[src/rtl/timing_nco_pkg.sv]
// timing_nco_pkg
// Shared widths and control-word helpers for the symbol timing recovery
// chain. The loop filter, NCO and interpolator all derive the nominal
// control word and its clamp window from the functions below.
package timing_nco_pkg;

  localparam int FE_W  = 32;
  localparam int ETA_W = 32;
  localparam int MU_W  = 16;

  // Sums against the nominal word are done at this width so that
  // W_NOM + fe cannot wrap before clamping.
  localparam int SUM_W = ETA_W + 2;

  typedef logic [ETA_W-1:0]        eta_t;
  typedef logic [MU_W-1:0]         mu_t;
  typedef logic signed [FE_W-1:0]  fe_t;
  typedef logic [SUM_W-1:0]        wsum_t;

  // Nominal NCO decrement: one modulo-1 wrap every 2^sps_log2 samples.
  function automatic wsum_t w_nom(input int sps_log2);
    wsum_t one;
    one = wsum_t'(1);
    return one << (ETA_W - sps_log2);
  endfunction

  function automatic wsum_t w_lo(input int sps_log2);
    return w_nom(sps_log2) - (w_nom(sps_log2) >> 2);
  endfunction

  function automatic wsum_t w_hi(input int sps_log2);
    return w_nom(sps_log2) + (w_nom(sps_log2) >> 2);
  endfunction

endpackage

[src/rtl/timing_nco_if.sv]
// timing_nco_if
// Groups the loop-filter side inputs and interpolator side outputs of the
// timing NCO.
//   master : loop filter / sample source (drives sample_en, fe, loop_out_en)
//   slave  : timing_nco (drives strobe, mu, sym_strobe, w_mon)
interface timing_nco_if;
  import timing_nco_pkg::*;

  logic        sample_en;
  fe_t         fe;
  logic        loop_out_en;
  logic        strobe;
  mu_t         mu;
  logic        sym_strobe;
  eta_t        w_mon;

  modport master (
    output sample_en, fe, loop_out_en,
    input  strobe, mu, sym_strobe, w_mon
  );

  modport slave (
    input  sample_en, fe, loop_out_en,
    output strobe, mu, sym_strobe, w_mon
  );
endinterface

[src/rtl/timing_nco_mu_calc.sv]
// nco_mu_calc
// Combinational fractional-interval estimate from the pre-decrement NCO
// phase: mu = sat16((eta << SPS_LOG2) >> 16). At nominal W this equals
// eta / W in Q0.16.
//   eta_i : NCO phase before the underflowing decrement (Q0.32)
//   mu_o  : fractional interval (Q0.16), 0xFFFF when saturated
module nco_mu_calc
  import timing_nco_pkg::*;
#(
  parameter int SPS_LOG2 = 1
) (
  input  eta_t eta_i,
  output mu_t  mu_o
);

  // Bits [47:16] of the scaled value are the integer part; anything set
  // there means eta/W has reached 1.0 and mu saturates.
  logic [47:0] scaled;

  always_comb begin
    scaled = 48'(({32'd0, eta_i} << SPS_LOG2) >> 16);
    mu_o   = (|scaled[47:16]) ? {MU_W{1'b1}} : scaled[15:0];
  end

endmodule

[src/rtl/timing_nco.sv]
// timing_nco
// Modulo-1 decrementing NCO and interpolation controller for the Gardner
// timing loop. The latched loop-filter word adjusts the NCO decrement; each
// phase underflow raises an interpolator strobe with its fractional
// interval mu, and every second strobe is flagged as the on-time symbol.
//   clk          : system clock
//   reset        : synchronous, active-high
//   bus.sample_en   (in)  : input sample valid, NCO steps only here
//   bus.fe          (in)  : signed loop filter output
//   bus.loop_out_en (in)  : fe valid, loads fe_hold
//   bus.strobe      (out) : interpolant due, one-cycle pulse
//   bus.mu          (out) : Q0.16 fractional interval, held between strobes
//   bus.sym_strobe  (out) : on-time interpolant, subset of strobe
//   bus.w_mon       (out) : current clamped control word
module timing_nco
  import timing_nco_pkg::*;
#(
  parameter int SPS_LOG2 = 1,
  parameter int FE_SHIFT = 0
) (
  input  logic           clk,
  input  logic           reset,
  timing_nco_if.slave    bus
);

  localparam wsum_t W_NOM = w_nom(SPS_LOG2);
  localparam wsum_t W_LO  = w_lo(SPS_LOG2);
  localparam wsum_t W_HI  = w_hi(SPS_LOG2);

  fe_t                    fe_hold_q, fe_hold_d;
  eta_t                   eta_q, eta_d;
  logic                   phase_q, phase_d;
  logic                   strobe_q, strobe_d;
  logic                   sym_strobe_q, sym_strobe_d;
  mu_t                    mu_q, mu_d;
  eta_t                   w_mon_q;

  fe_t                    fe_shifted;
  logic signed [SUM_W-1:0] w_sum;
  eta_t                   w_cur;
  logic [ETA_W:0]         diff;
  logic                   underflow;
  mu_t                    mu_calc;

  // Control word from the currently held fe; a same-cycle fe load only
  // affects the following step.
  always_comb begin
    fe_shifted = fe_hold_q >>> FE_SHIFT;
    w_sum      = $signed(W_NOM) + $signed({{2{fe_shifted[FE_W-1]}}, fe_shifted});
    if (w_sum < $signed(W_LO)) begin
      w_cur = W_LO[ETA_W-1:0];
    end else if (w_sum > $signed(W_HI)) begin
      w_cur = W_HI[ETA_W-1:0];
    end else begin
      w_cur = w_sum[ETA_W-1:0];
    end
  end

  // Borrow out of the 33-bit subtract marks the modulo-1 wrap.
  always_comb begin
    diff      = {1'b0, eta_q} - {1'b0, w_cur};
    underflow = diff[ETA_W];
  end

  nco_mu_calc #(
    .SPS_LOG2 (SPS_LOG2)
  ) u_mu_calc (
    .eta_i (eta_q),
    .mu_o  (mu_calc)
  );

  always_comb begin
    fe_hold_d    = bus.loop_out_en ? bus.fe : fe_hold_q;
    eta_d        = eta_q;
    phase_d      = phase_q;
    mu_d         = mu_q;
    strobe_d     = 1'b0;
    sym_strobe_d = 1'b0;
    if (bus.sample_en) begin
      eta_d = diff[ETA_W-1:0];
      if (underflow) begin
        strobe_d     = 1'b1;
        sym_strobe_d = phase_q;
        phase_d      = ~phase_q;
        mu_d         = mu_calc;
      end
    end
  end

  always_ff @(posedge clk) begin
    if (reset) begin
      fe_hold_q    <= '0;
      eta_q        <= '1;
      phase_q      <= 1'b0;
      strobe_q     <= 1'b0;
      sym_strobe_q <= 1'b0;
      mu_q         <= '0;
      w_mon_q      <= W_NOM[ETA_W-1:0];
    end else begin
      fe_hold_q    <= fe_hold_d;
      eta_q        <= eta_d;
      phase_q      <= phase_d;
      strobe_q     <= strobe_d;
      sym_strobe_q <= sym_strobe_d;
      mu_q         <= mu_d;
      w_mon_q      <= w_cur;
    end
  end

  assign bus.strobe     = strobe_q;
  assign bus.sym_strobe = sym_strobe_q;
  assign bus.mu         = mu_q;
  assign bus.w_mon      = w_mon_q;

endmodule
[src/flat_wrapper.sv]
// flat-port wrapper written by rule: the top's interface ports become plain ports
module timing_nco_flat import timing_nco_pkg::*;
#(
  parameter int SPS_LOG2 = 1,
  parameter int FE_SHIFT = 0
)
  (clk, reset, bus_sample_en, bus_fe, bus_loop_out_en, bus_strobe, bus_mu, bus_sym_strobe, bus_w_mon);
  timing_nco_if bus_i ();
  input  logic clk;
  input  logic reset;
  input wire logic [$bits(bus_i.sample_en)-1:0] bus_sample_en;
  input wire logic [$bits(bus_i.fe)-1:0] bus_fe;
  input wire logic [$bits(bus_i.loop_out_en)-1:0] bus_loop_out_en;
  output wire logic [$bits(bus_i.strobe)-1:0] bus_strobe;
  output wire logic [$bits(bus_i.mu)-1:0] bus_mu;
  output wire logic [$bits(bus_i.sym_strobe)-1:0] bus_sym_strobe;
  output wire logic [$bits(bus_i.w_mon)-1:0] bus_w_mon;
  assign bus_i.sample_en = bus_sample_en;
  assign bus_i.fe = bus_fe;
  assign bus_i.loop_out_en = bus_loop_out_en;
  assign bus_strobe = bus_i.strobe;
  assign bus_mu = bus_i.mu;
  assign bus_sym_strobe = bus_i.sym_strobe;
  assign bus_w_mon = bus_i.w_mon;
  timing_nco #(.SPS_LOG2(SPS_LOG2), .FE_SHIFT(FE_SHIFT)) u_core (.clk(clk), .reset(reset), .bus(bus_i));
endmodule
[config.mk]
export PLATFORM = sky130hd
export DESIGN_NAME = timing_nco_flat
export DESIGN_NICKNAME = d
export VERILOG_FILES = /design/src/rtl/timing_nco_pkg.sv /design/src/rtl/timing_nco_if.sv /design/src/rtl/timing_nco_mu_calc.sv /design/src/rtl/timing_nco.sv /design/src/flat_wrapper.sv
export SDC_FILE = /design/constraint.sdc
export NUM_CORES = 1
export LEC_CHECK = 0
export ABC_AREA = 0
export CAP_MARGIN = 0
export CORE_MARGIN = 3
export CORE_UTILIZATION = 37
export DETAILED_ROUTE_END_ITERATION = 10
export PLACE_DENSITY = 0.64
export RECOVER_POWER = 100
export SLEW_MARGIN = 15
export SYNTH_ARGS = -nofsm -noshare
export SYNTH_HDL_FRONTEND = slang
export SYNTH_SLANG_ARGS = --single-unit
export TNS_END_PERCENT = 20
[constraint.sdc]
create_clock -name clk -period 4.4 [get_ports clk]
set_input_delay 1.1 -clock clk [delete_from_list [all_inputs] [get_ports clk]]
set_output_delay 1.1 -clock clk [all_outputs]
set_load 0.005 [all_outputs]
==> results.cfg, run 1 <==
[cts]
cts_setup_buffers = 0
cts_sinks = 115
clk_pin_slew_ns = 0.06
clk_latency_ns = 0.42
h-tree-depth = 4
cts_buffer_depth = 2
cts_tree = done
ctsResizeCount = 0
cts-buffers-inserted = 17
cts_hold_buf = 0
cts-root-buf = clkbuf_16

[route]
wl_per_cell_um = 17.2
drtPass1Iterations = 5
via_count = 5420
antenna_left = 0
detail_route.iter0.violations = 390
drc = 0
viasPerCell = 5.42
routed_wl_mm = 17.2

[setup_path]
max_stage_delay_ns = 0.49
r2r_start = u_core.fe_hold_q[31]
cp.arrival_ns = 4.47
start_kind = flip-flop
worstSetupEndpoint = u_core.eta_q[24]
startpoint = u_core.fe_hold_q[31]
critical_path.cell_chain = nor4_1 -> nand4_1 -> o22a_1 -> o21ai_2 -> buf_4 -> and2_0 -> ha_1 -> fa_1 -> nand2b_1 -> a21oi_1 -> o31ai_2 -> and2_0 -> o21ai_1 -> a2111oi_0 -> a211oi_1
crit_slowest_cell = dfxtp_1
required_ns = 4.68
regToRegSetupSlack_ns = 0.21
ff2ff_path_depth = 15
r2r_end = u_core.eta_q[24]
worst-setup-path-type = flip-flop to flip-flop
crit_top_cell = and2_0
worst-path-max-fanout = 12
crit_path_end_kind = flip-flop

[grt]
grt_start_max_net_pins = 35
grt_pass1_vias = 5166
gr-total-overflow = 0
antenna_found_initial = 0
grt_pass1_wl_mm = 27.5
track_usage_pct = 19.1

[sta]
slew_viol_final = 68
post-route-period-util_pct = 95.2
period_minus_slack_ns = 4.19
fin_skew_ns = 0.00828
setup_viol = 0
tns_ns = 0
rsz0062_at_grt = no
worstMarginPinSlew_ns = 2.34
fmax_mhz = 239
relSlewSlack_pct = -55.8
hold_viol_final = 0

[layout]
final_cells = 1000
drive_gt1_share_pct = 8.55
final_util_pct = 47.7
final_cell_mix = 115 x dfxtp_1, 64 x nor2_1, 63 x a21oi_1
multiInputGateArea_mm2 = 0.00352
diodes = 0
nets = 840
area_growth_pct = 25.4
fillCellCount = 1557
seq_area_mm2 = 0.00230
final_common_cell = dfxtp_1

[yosys]
ys_warn_count = 0
synth_nets = 768
syn_inst = 699
synth.avg_cell_area_um2 = 8.72
syn_area_mm2 = 0.00609
synth_flop_cell = dfxtp_1
synth-seq-cells = 115
ys_types = 63
ys_seq_area_share_pct = 37.8
async_reset_ff_share_pct = 0
synth-edff-count = 0

[hold_path]
hold_class = flip-flop to flip-flop

[status]
violations = capacitance limit, slew limit
status = complete, but fails checks

[power_and_ir_drop]
vdd_ir_drop_max_mv = 0.256
powerDensity_mw_per_mm2 = 446
p_leak_nw = 3.05

[floorplanning]
die_h_um = 134
ios = 86
core_mm2 = 0.0160
start_util_pct = 38.1
die_area_mm2 = 0.0180
fp.dieW_um = 134
row_count = 46

[placement]
place_congestion = 0.923
place.detailed.hpwl_mm = 12.7
dp_cells = 968
port_buffers = 85

[flow_run]
max_cap_viol_count = 2
cell usage after synthesis, drive strengths merged (11+ instances only):
cell type  instances  area (µm²)
nor2b             11        68.8
nand2b            11        68.8
buf               15        86.3
a21oi             73         403
xor2              13         114
nor2              64         240
mux2i             33         330
ha                32         400
clkbuf            28         105
o211ai            21         203
dfxtp            115        2300
o21ai             52         260
and2              36         228
nand2             53         201
through the flow:
step / worst slack (ns) / hold slack [ns] / total power [W] / area, µm²
finish: 0.213 / 0.468 / 0.00340 / 7640
global placement: 0.491 / 0.455 / 0.00202 / 7100
CTS: 0.419 / 0.477 / 0.00344 / 7700
global route: 0.0824 / 0.485 / 0.00356 / 7640
detailed placement: 0.471 / 0.462 / 0.00203 / 7100
floorplan: 0.759 / 0.443 / 0.00176 / 6090
worst min-delay path by stage:
stage                                 from          endpoint  slack (ns)  cells past startpoint
after global placement     u_core.eta_q[6]   u_core.eta_q[6]        0.45                      1
after global routing      u_core.bus.mu[0]  u_core.bus.mu[0]        0.48                      2
after CTS                 u_core.eta_q[10]  u_core.eta_q[10]        0.48                      1
final                     u_core.eta_q[10]  u_core.eta_q[10]        0.47                      1
after detailed placement   u_core.eta_q[6]   u_core.eta_q[6]        0.46                      1
after floorplan           u_core.eta_q[10]  u_core.eta_q[10]        0.44                      1
routing by layer:
layer | routed length [µm] | GRT usage [%] | vias to the layer above
li1 | - | - | 2672
met3 | 1050 | 4.39 | 30
met1 | 7990 | 25.6 | 2541
met5 | 0 | 0 | -
met2 | 7760 | 30.0 | 177
met4 | 397 | 7.52 | 0
cell type report:
type	instances	area share [%]
clock inverter	13	2.06
multi-input combinational	531	46.1
inverter	10	0.491
sequential	115	30.1
timing repair buffer	96	11.9
tap	216	3.54
clock buffer	19	5.80
worst max-delay path: cells and delay by family (launching register included):
family	cells	cell delay (ns)
AND/OR/NAND/NOR	5	1.32
flip-flops	1	0.49
buffers and inverters	1	0.20
AO/OA/AOI/OAI	7	1.65
adder cells (fa/ha/maj)	2	0.40
power by group:
part	internal, W	switching [W]
logic	0.000344	0.000446
registers	0.00113	0.0000783
clock network	0.000903	0.000501
total	0.00238	0.00102
sequential cells by signal (all words and copies together), names as in the netlist:
name,count
u_core.bus.strobe,1
u_core.bus.sym_strobe,1
u_core.bus.mu,16
u_core.bus.w_mon,32
u_core.fe_hold_q,32
u_core.phase_q,1
u_core.eta_q,32
cells by family (layout without fill, tap and decap cells):
family | after synthesis | count (layout) | share of synthesized area, %
buffers and inverters | 53 | 138 | 3.76
AOI/OAI and AO/OA | 212 | 212 | 23.6
xor gates and xnor gates | 21 | 21 | 3.02
muxes | 33 | 33 | 5.42
DFF | 115 | 115 | 37.8
and+or+nand+nor | 232 | 232 | 19.5
adders and majority gates | 33 | 33 | 6.90
Power figures use the tool's default switching activity.
==> inputs of run 2 (changes only) <==
Settings changed: DONT_BUFFER_PORTS from default to 1, PLACE_DENSITY 0.64 to 0.57.
==> run 2 against run 1 <==
The run now ends clean. Non-clock buffer count shrank 84. Cell area down 11%. Via count shrank 6.2%. Critical path type unchanged. Critical endpoint unchanged.
==> results.cfg, run 2 (synthesis gave the netlist of run 1 again) <==
[cts]
cts_setup_buffers = 0
clk_pin_slew_ns = 0.05
h-tree-depth = 4
cts-root-buf = clkbuf_16
cts_hold_buf = 0
cts-buffers-inserted = 17
cts_sinks = 115
cts_buffer_depth = 2
ctsResizeCount = 0
clk_latency_ns = 0.41
cts_tree = done

[sta]
hold_ws_ns = 0.474
slew_viol_final = 0
fin_skew_ns = 0.00773
rsz0062_at_grt = no
post-route-period-util_pct = 92.1
hold_viol_final = 0
fmax_mhz = 247
relSlewSlack_pct = 47.8
worstMarginPinSlew_ns = 0.781
tns_ns = 0
period_minus_slack_ns = 4.05
setup_viol = 0

[setup_path]
worst-setup-path-type = flip-flop to flip-flop
r2r_start = u_core.fe_hold_q[13]
cp.arrival_ns = 4.33
required_ns = 4.68
regToRegSetupSlack_ns = 0.35
start_kind = flip-flop
worst-path-max-fanout = 16
r2r_end = u_core.eta_q[24]
crit_path_end_kind = flip-flop
startpoint = u_core.fe_hold_q[13]
worstSetupEndpoint = u_core.eta_q[24]
ff2ff_path_depth = 14

[grt]
grt_pass1_vias = 4878
gr-total-overflow = 0
grt_pass1_wl_mm = 26.2
track_usage_pct = 18.3
grt_start_max_net_pins = 87
antenna_found_initial = 0

[layout]
drive_gt1_share_pct = 9.87
seq_area_mm2 = 0.00230
multiInputGateArea_mm2 = 0.00353
fillCellCount = 1618
nets = 756
area_growth_pct = 11.3
final_common_cell = dfxtp_1
final_cell_mix = 115 x dfxtp_1, 64 x nor2_1, 63 x a21oi_1
diodes = 0

[placement]
port_buffers = 0
place_congestion = 0.885
place.detailed.hpwl_mm = 12.2

[power_and_ir_drop]
vdd_ir_drop_max_mv = 0.240
p_int_w = 0.00225
clkPwrFrac_pct = 40.9
p_switching_w = 0.000970
p_leak_nw = 2.60
powerDensity_mw_per_mm2 = 474
power_frac_comb_pct = 21.2
total_power_w = 0.00322
power_frac_seq_pct = 37.8
switching_share_pct = 30.2

[floorplanning]
die_area_mm2 = 0.0180
ios = 86
die_h_um = 134
fp.dieW_um = 134
row_count = 46
core_mm2 = 0.0160
start_util_pct = 38.1

[route]
routed_wl_mm = 16.4
viasPerCell = 5.56
drc = 0
drtPass1Iterations = 5
wl_per_cell_um = 18.0
antenna_left = 0
detail_route.iter0.violations = 417
via_count = 5086

[status]
status = finished, final reports clean

[flow_run]
max_cap_viol_count = 0

[hold_path]
min-delay-start = u_core.eta_q[3]
hold_class = flip-flop to flip-flop
run 2: cell types whose count changed in the layout (fill, tap and decap cells not counted), sizes merged, moves of 2 or more:
cell	before	now
inv	11	9
clkdlybuf4s50	33	0
clkinv	5	7
dlygate4sd3	50	0
run 2: critical path, cell delays in order (launching register included):
cell and delay (ns):
dfxtp_1 0.34, nor4_1 0.53, nand4_1 0.25, o22a_1 0.21, o21ai_1 0.15, buf_4 0.26, nand2_1 0.08, ha_1 0.39
a21oi_1 0.23, inv_1 0.07, a31oi_2 0.32, and2_0 0.31, o21ai_1 0.17, a2111oi_0 0.49, a211oi_1 0.10
run 2: stage by stage:
stage | utilization [%] | setup slack (ns) | cells | cell area, µm²
after detailed placement | 39.1 | 0.385 | 884 | 6260
after CTS | 42.6 | 0.380 | 915 | 6820
final | 42.4 | 0.348 | 915 | 6780
after floorplan | - | 0.759 | 699 | 6090
after global routing | 42.4 | 0.0655 | 915 | 6780
after global placement | 39.1 | 0.426 | 884 | 6260
run 2: power by group through the flow:
stage / registers (W) / logic, W / clock network [W]
after global placement: 0.00124 / 0.000666 / 0
after global routing: 0.00123 / 0.000758 / 0.00138
after detailed placement: 0.00124 / 0.000676 / 0
after floorplan: 0.00120 / 0.000560 / 0
final: 0.00122 / 0.000682 / 0.00132
after CTS: 0.00122 / 0.000681 / 0.00134
run 2: worst min-delay path by stage:
stage	endpoint	slack, ns	depth (start not counted)
2_1_floorplan	u_core.eta_q[10]	0.44	1
3_3_place_gp	u_core.eta_q[6]	0.45	1
3_5_place_dp	u_core.eta_q[8]	0.46	2
4_1_cts	u_core.eta_q[8]	0.47	2
5_1_grt	u_core.eta_q[5]	0.50	2
6_report	u_core.eta_q[3]	0.47	2
run 2: area by class of cell:
class,instances,share of cell area [%]
timing repair buffer,12,1.16
clock inverter,11,1.66
clock buffer,20,6.59
tap,216,3.99
multi-input combinational,531,52.1
inverter,10,0.554
sequential,115,34.0
run 2: metal layers:
metal	up-vias	wire length, µm	global-route usage [%]
li1	2490	-	-
met1	2419	7610	23.9
met2	148	7480	29.1
met3	29	926	4.54
met4	0	421	7.24
met5	-	0	0
